===== src/rtl/transpose_stream_pp_if.sv =====
// Valid/ready stream carrying one matrix row or column per beat.
// The single side-band bit is the tile's column order on the input port and the
// last-column marker on the output port.
interface transpose_stream_pp_if #(
    parameter int WIDTH = 64
);
    logic             valid;
    logic             ready;
    logic [WIDTH-1:0] data;
    logic             side;

    modport master (output valid, output data, output side, input  ready);
    modport slave  (input  valid, input  data, input  side, output ready);
endinterface


===== src/rtl/transpose_stream_pp.sv =====
// Streaming NxN transpose with two ping-pong register banks: one tile loads by
// rows while the other drains by columns, in ascending or descending order.
module transpose_stream_pp #(
    parameter int DATA_WIDTH = 16,
    parameter int N          = 4
) (
    input  logic                         clk,
    input  logic                         rst_n,
    input  logic                         clear,
    transpose_stream_pp_if.slave         in_s,
    transpose_stream_pp_if.master        out_m,
    output logic                         busy
);
    localparam int            CW       = $clog2(N);
    localparam logic [CW-1:0] LAST_IDX = CW'(N - 1);

    typedef logic [DATA_WIDTH-1:0] elem_t;

    elem_t                   bank [2][N][N];
    logic [1:0]              bank_full;
    logic [1:0]              bank_full_nxt;
    logic [1:0]              dir;
    logic                    wr_sel;
    logic                    rd_sel;
    logic [CW-1:0]           wr_cnt;
    logic [CW-1:0]           rd_cnt;
    logic [CW-1:0]           col_idx;
    logic                    in_fire;
    logic                    out_fire;
    logic                    wr_last;
    logic                    rd_last;
    logic [N*DATA_WIDTH-1:0] col_data;

    // in_ready must read 0 while reset is held, so rst_n gates it directly.
    assign in_s.ready = rst_n && !bank_full[wr_sel] && !clear;
    assign in_fire    = in_s.valid && in_s.ready;
    assign wr_last    = (wr_cnt == LAST_IDX);

    assign out_m.valid = bank_full[rd_sel];
    assign out_fire    = out_m.valid && out_m.ready;
    assign rd_last     = (rd_cnt == LAST_IDX);
    assign out_m.side  = out_m.valid && rd_last;
    assign out_m.data  = col_data;

    assign busy = (|bank_full) || (wr_cnt != '0);

    assign col_idx = dir[rd_sel] ? (LAST_IDX - rd_cnt) : rd_cnt;

    // NOTE: every variable written in always_comb gets a default first, so no latch is inferred.
    always_comb begin
        col_data = '0;
        for (int r = 0; r < N; r++) begin
            col_data[r*DATA_WIDTH +: DATA_WIDTH] = bank[rd_sel][r][col_idx];
        end
    end

    // The two banks are always distinct whenever both a fill and a drain complete
    // in one cycle, so the set and clear never collide.
    always_comb begin
        bank_full_nxt = bank_full;
        if (out_fire && rd_last) bank_full_nxt[rd_sel] = 1'b0;
        if (in_fire && wr_last)  bank_full_nxt[wr_sel] = 1'b1;
    end

    // NOTE: sequential state uses non-blocking assignments only, so every flop samples pre-edge values.
    always_ff @(posedge clk or negedge rst_n) begin
        if (!rst_n) begin
            bank_full <= '0;
            dir       <= '0;
            wr_sel    <= 1'b0;
            rd_sel    <= 1'b0;
            wr_cnt    <= '0;
            rd_cnt    <= '0;
        end else if (clear) begin
            bank_full <= '0;
            dir       <= '0;
            wr_sel    <= 1'b0;
            rd_sel    <= 1'b0;
            wr_cnt    <= '0;
            rd_cnt    <= '0;
        end else begin
            bank_full <= bank_full_nxt;
            if (in_fire) begin
                if (wr_cnt == '0) dir[wr_sel] <= in_s.side;
                if (wr_last) begin
                    wr_sel <= ~wr_sel;
                    wr_cnt <= '0;
                end else begin
                    wr_cnt <= wr_cnt + CW'(1);
                end
            end
            if (out_fire) begin
                if (rd_last) begin
                    rd_sel <= ~rd_sel;
                    rd_cnt <= '0;
                end else begin
                    rd_cnt <= rd_cnt + CW'(1);
                end
            end
        end
    end

    // NOTE: the bank storage is reset and flushed so out_col reads zero after reset or clear.
    always_ff @(posedge clk or negedge rst_n) begin
        if (!rst_n) begin
            for (int b = 0; b < 2; b++)
                for (int r = 0; r < N; r++)
                    for (int c = 0; c < N; c++)
                        bank[b][r][c] <= '0;
        end else if (clear) begin
            for (int b = 0; b < 2; b++)
                for (int r = 0; r < N; r++)
                    for (int c = 0; c < N; c++)
                        bank[b][r][c] <= '0;
        end else if (in_fire) begin
            for (int c = 0; c < N; c++)
                bank[wr_sel][wr_cnt][c] <= in_s.data[c*DATA_WIDTH +: DATA_WIDTH];
        end
    end
endmodule


===== src/flat_wrapper.sv =====
// flat-port wrapper written by rule: the top's interface ports become plain ports
module transpose_stream_pp_flat 
#(
    parameter int DATA_WIDTH = 16,
    parameter int N          = 4
)
  (clk, rst_n, clear, busy, in_s_valid, in_s_data, in_s_side, in_s_ready, out_m_valid, out_m_data, out_m_side, out_m_ready);
  transpose_stream_pp_if #(.WIDTH((N * (16)))) in_s_i ();
  transpose_stream_pp_if #(.WIDTH((N * (16)))) out_m_i ();
  input  logic clk;
  input  logic rst_n;
  input  logic clear;
  output logic busy;
  input wire logic [$bits(in_s_i.valid)-1:0] in_s_valid;
  input wire logic [$bits(in_s_i.data)-1:0] in_s_data;
  input wire logic [$bits(in_s_i.side)-1:0] in_s_side;
  output wire logic [$bits(in_s_i.ready)-1:0] in_s_ready;
  output wire logic [$bits(out_m_i.valid)-1:0] out_m_valid;
  output wire logic [$bits(out_m_i.data)-1:0] out_m_data;
  output wire logic [$bits(out_m_i.side)-1:0] out_m_side;
  input wire logic [$bits(out_m_i.ready)-1:0] out_m_ready;
  assign in_s_i.valid = in_s_valid;
  assign in_s_i.data = in_s_data;
  assign in_s_i.side = in_s_side;
  assign in_s_ready = in_s_i.ready;
  assign out_m_valid = out_m_i.valid;
  assign out_m_data = out_m_i.data;
  assign out_m_side = out_m_i.side;
  assign out_m_i.ready = out_m_ready;
  transpose_stream_pp #(.DATA_WIDTH(DATA_WIDTH), .N(N)) u_core (.clk(clk), .rst_n(rst_n), .clear(clear), .in_s(in_s_i), .out_m(out_m_i), .busy(busy));
endmodule

===== config.mk =====
export PLATFORM = sky130hd
export DESIGN_NAME = transpose_stream_pp_flat
export DESIGN_NICKNAME = d
export VERILOG_FILES = /design/src/rtl/transpose_stream_pp_if.sv /design/src/rtl/transpose_stream_pp.sv /design/src/flat_wrapper.sv
export SDC_FILE = /design/constraint.sdc
export NUM_CORES = 1
export LEC_CHECK = 0
export ABC_AREA = 0
export CORE_UTILIZATION = 43
export DETAILED_ROUTE_END_ITERATION = 12
export GPL_ROUTABILITY_DRIVEN = 0
export MAX_ROUTING_LAYER = met4
export PLACE_DENSITY_LB_ADDON = 0.1
export SLEW_MARGIN = 20
export SYNTH_ARGS = -nofsm -noshare
export SYNTH_HDL_FRONTEND = slang
export SYNTH_SLANG_ARGS = --single-unit

===== constraint.sdc =====
create_clock -name clk -period 2.5 [get_ports clk]
set_input_delay 0.5 -clock clk [delete_from_list [all_inputs] [get_ports clk]]
set_output_delay 0.5 -clock clk [all_outputs]
set_load 0.01 [all_outputs]

# Yosys cells after proc, flatten, opt, wreduce, memory -nomap -nowiden
# Cells that the tools add are included.
[totals] ff_bits=522 input_bits=70 output_inout_bits=68 word_cells=154
[classes] addsub=3 order_cmp=10 eq_ne=2 mux=67 bitwise_logic=9 reduce_logical=25
[ops] operator="bitwise mux 512 bit" count=4
[ops] operator="two-way mux 256 bit" count=7
[ops] operator="demux 256 bit (select 1 bit)" count=4
[ops] operator="two-way mux 512 bit" count=2
[ops] operator="demux 64 bit (select 2 bit)" count=4
[ops] operator="two-way mux 16 bit" count=9
[ops] operator="binary-select mux 16 bit (select 2 bit)" count=4
[ops] operator="two-way mux 64 bit" count=1
[ops] operator="two-way mux 48 bit" count=1
[ops] operator="two-way mux 32 bit" count=1
[ops] operator="two-way mux 2 bit" count=13
[ops] operator="two-way mux 1 bit" count=14
[ops] operator="nonzero test 2 bit" count=6
[ops] operator="logical AND 1 bit" count=11
[ops] operator=">= comparator 3 bit, second input constant" count=2
[ops] operator="inverter 2 -> 3 bit" count=2
[ops] operator="AND reduction 2 bit" count=3
[ops] operator="adder 2 x 1 -> 2 bit, second input constant" count=2
[ops] operator="equality test 2 bit, second input constant" count=2
[ops] operator=">= comparator 2 bit, second input constant" count=2
[ops] operator="less-than comparator 1 x 2 -> 1 bit, second input constant" count=2
[ops] operator="inverter 1 -> 2 bit" count=2
[ops] operator="less-than comparator 3 x 1 -> 1 bit, second input constant" count=1
[ops] operator="AND 2 bit" count=1
[ops] operator="12 further kinds" count=16

# Logic depth before layout (Yosys ltp)
[logic_depth] ltp_word=13 depth_mapped=8 depth_no_buf=6

# Worst setup path before layout
# Ideal clock, no wire load.
[synth_timing] kind="register -> output" start="reg u_core.rd_cnt[0]" end="out out_m_data[13]" arrival_ns=1.650 required_time_ns=2.000 path_slack_ns=0.350 stages_incl_launch_ff=6 path_buffers=1 cell_sequence="dfrtp_1 -> buf_4 -> xnor2_1 -> nor3_1 -> a211o_1 -> a221oi_1"
[synth_via] elab_chain_cells=6
[synth_lines] element="start, declared" line_no="transpose_stream_pp.sv:26" source="logic [CW-1:0] rd_cnt;"
[synth_lines] element="start signal, assigned" line_no="transpose_stream_pp.sv:97" source="rd_cnt <= rd_cnt + CW'(1);"
[synth_lines] element="subtractor 2 bit" line_no="transpose_stream_pp.sv:47" source="assign col_idx = dir[rd_sel] ? (LAST_IDX - rd_cnt) : rd_cnt;"
[synth_lines] element="two-way mux 2 bit (*)" line_no="transpose_stream_pp.sv:47"
[synth_lines] element="inverter 2 -> 3 bit (implied by the code) (*)" line_no="transpose_stream_pp.sv:53" source="col_data[r*DATA_WIDTH +: DATA_WIDTH] = bank[rd_sel][r][col_idx];"
[synth_lines] element="binary-select mux 16 bit (select 2 bit) (*)" line_no="transpose_stream_pp.sv:53"
[synth_lines] element="two-way mux 16 bit (implied by the code) (*) (2 in series)" line_no="transpose_stream_pp.sv:53"
[synth_lines] element="end, declared" line_no="flat_wrapper.sv:19" source="output wire logic [$bits(out_m_i.data)-1:0] out_m_data;"
# Mark *: on every way between the ends. The rest lies on a longest branch, timed or not. The select of a mux whose other input is x is not followed.

# Worst setup path in the final report
[layout_timing] start="reg u_core.rd_cnt[0]" end="out out_m_data[44]"
# The elaborated chain is that of the path after synthesis.

==> results by group <==
Outcome
  • Run status: complete, but fails checks
  • Failing checks: setup timing

Die
  • Die Area: 62800 um^2
  • Die Height: 251 um
  • Core ar.: 60700 um^2
  • Initial core utilization: 0.438
  • Placement Rows: 90
  • Horiz. Die Dim: 251 um
  • I/O pins: 138

Cells and area
  • Cell Count, Final, Fillers Out: 4194
  • Filler cells: 5242
  • Finished Cell Area: 35300 um^2
  • Area added between synthesis and finish: 32.9%
  • Fraction of layout cells with a size suffix above 1: 0.206
  • Nets: 3426
  • Reg area: 13100 um^2
  • Multi-input gate area: 13500 um^2

GRT
  • Pin count of the biggest net entering global routing: 223
  • Initial antenna violation count: 13
  • Gr usage total: 0.352
  • First-pass GRT wire length: 162 mm
  • Vias in the first global route: 25200
  • Global route total overflow: 0

STA
  • Slew @ Worst Pin: 1.40 ns
  • Final max-slew violation count: 0
  • Clock Skews: 0.0120 ns
  • Fmax: 308 MHz
  • Final period util: 1.30
  • Fin. Hold Viols: 0
  • # setup viols final: 66
  • Max transition margin: 0.0650
  • Hold_ws: 0.207 ns
  • Final worst slack: -0.750 ns
  • RSZ-0062 raised after global routing: yes
  • Crit path time final: 3.25 ns
  • Setup_tns: -41.28 ns

Placement
  • Placed insts: 4016
  • Placed cell areas: 30200 um^2
  • PortBufs: 137
  • DP HPWL: 64.0 mm

Worst setup path
  • Cell Chain, Critical Path: buf_12, xor2_4, buf_8, buf_12, clkbuf_16, a32oi_2, o311ai_2, buf_4, a22oi_2, buf_2
  • Top cell family by delay on the critical path: buffers and inverters
  • Most frequent CP cell: buf_12
  • CP arrival: 2.75 ns
  • Critical path startpoint category: register
  • Crit. End Element: primary output
  • CP peak stage delay: 0.41 ns
  • Slowest cell on the critical path: dfrtp_1
  • CP Class: reg -> out
  • Crit Path Max Fanout: 6
  • Crit path required time: 2.00 ns
  • Crit path buffers/inverters: 6

Clocking
  • # clock sinks: 522
  • H-tree depth: 2
  • Total CTS buffers: 58
  • Worst-skew pair later-pin latency: 0.63 ns
  • Clk buf depth: 3
  • CTS tree: yes
  • Clock transition at path regs: 0.06 ns
  • Clock root cell: clkbuf_16

Synth
  • Ranking of synthesized cells by area: dfrtp_1 (49%), nand2_1 (14%), a21oi_1 (9.3%)
  • Register area share after synthesis: 0.492
  • Number of synthesized register bits: 522
  • Mapped cell area: 26600 um^2
  • Area share of the largest cell type after synthesis: 0.492
  • Post-Synthesis Cells: 3212
  • Number of enable flip-flop cells after synthesis: 0
  • Syn_nets: 3287
  • Leading area contributor after synthesis: dfrtp_1
  • Ys async rst share: 1.00
  • Avg Cell Area, Syn: 8.27 um^2
  • Top cells by count, synth: nand2_1 (1023), dfrtp_1 (522), a21oi_1 (496)
  • Synth unique cells: 48
  • Most numerous cell in the Yosys netlist: nand2_1
  • Top_reg_cell synth: dfrtp_1
  • Synth warn: 0

Drt
  • DRC errors left: 0
  • Avg WL per Cell: 26.2 um
  • First DRT Iteration DRCs: 3089
  • Via count: 25700
  • Router iterations before antenna repair: 6
  • Routed Antenna Nets: 0
  • Via/cell ratio: 6.13
  • Routed WL: 110 mm

Flow run
  • MaxCap Viol Count: 0

Power and ir drop
  • Leak pwr: 13.7 nW
  • Maximum vdd drop: 0.000517 V
  • Pwr Total: 19.9 mW
  • Power per Cell Area: 564 nW/um^2

Min path
  • Min-delay worst type: in -> reg
cell usage in the layout, fill, tap and decap left out, types with 67 or more instances in the layout:
| master | count |
|---|---|
| nand2_1 | 1020 |
| buf_4 | 128 |
| nor3_1 | 70 |
| clkbuf_16 | 72 |
| nor2_1 | 102 |
| nand3b_1 | 131 |
| dfrtp_1 | 517 |
| a21oi_1 | 496 |
| clkdlybuf4s50_1 | 67 |
| buf_12 | 99 |
per-stage QoR:
stage | setup slack (ns) | utilization
floorplan | 0.350 | -
global route | -0.785 | 0.582
global placement | -0.746 | 0.498
detailed placement | -0.761 | 0.498
CTS | -0.731 | 0.558
finish | -0.750 | 0.582
repair_timing:
action,4_1_cts,5_1_grt
cloned,15,12
pin swaps,94,122
buffers inserted,32,28
endpoints found under the hold margin,4,0
hold buffers,1,0
setup endpoints to repair,68,67
resized for setup,598,201
layout make-up:
class | count | share of cell area
Timing Repair Buffer | 447 | 0.156
Inverter | 60 | 0.00638
Clock inverter | 15 | 0.00638
Sequential cell | 522 | 0.370
Tap cell | 782 | 0.0277
Multi-Input combinational cell | 2262 | 0.381
Antenna cell | 11 | 0.000779
Clock buffer | 95 | 0.0511
report_power, final:
group	leakage [nW]	internal [mW]	switching (mW)
clock network	1.00	5.51	3.67
logic	5.44	0.858	1.35
registers	7.27	8.50	0.0394
total	13.7	14.9	5.05
sequential cells by signal, indices dropped and copies added, names as in the netlist:
name              count
u_core.bank         512
u_core.bank_full      2
u_core.dir            2
u_core.rd_cnt         2
u_core.wr_cnt         2
u_core.rd_sel         1
u_core.wr_sel         1
per-layer routing:
metal / global-route usage / part of all wire / vias to the layer above
li1: - / - / 11200
met4: 0.129 / 0.035 / 0
met1: 0.469 / 0.41 / 13000
met3: 0.0646 / 0.089 / 239
met5: - / 0 / -
met2: 0.537 / 0.46 / 1302
final timing paths:
kind	from	endpoint	slack, ns	cells past startpoint
setup / recovery	u_core.rd_cnt[0]	out_m_data[44]	-0.75	10
hold reg to reg	u_core.bank[209]	u_core.bank[209]	0.51	2
min in group asynchronous	rst_n	u_core.wr_cnt[0]	0.28	2
setup reg to reg	u_core.wr_cnt[1]	u_core.bank[295]	0.50	6
max in group asynchronous	rst_n	u_core.bank[112]	0.56	4
hold / removal	clear	u_core.bank[271]	0.21	2
logic make-up after synthesis:
logic type,share of synthesized area
xor+xnor,0.00565
buf+inv,0.0733
compound gates,0.197
fa+ha+maj,0.00235
mux,0.00207
flops,0.492
simple gates,0.228
(Power assumes the default switching activity.)
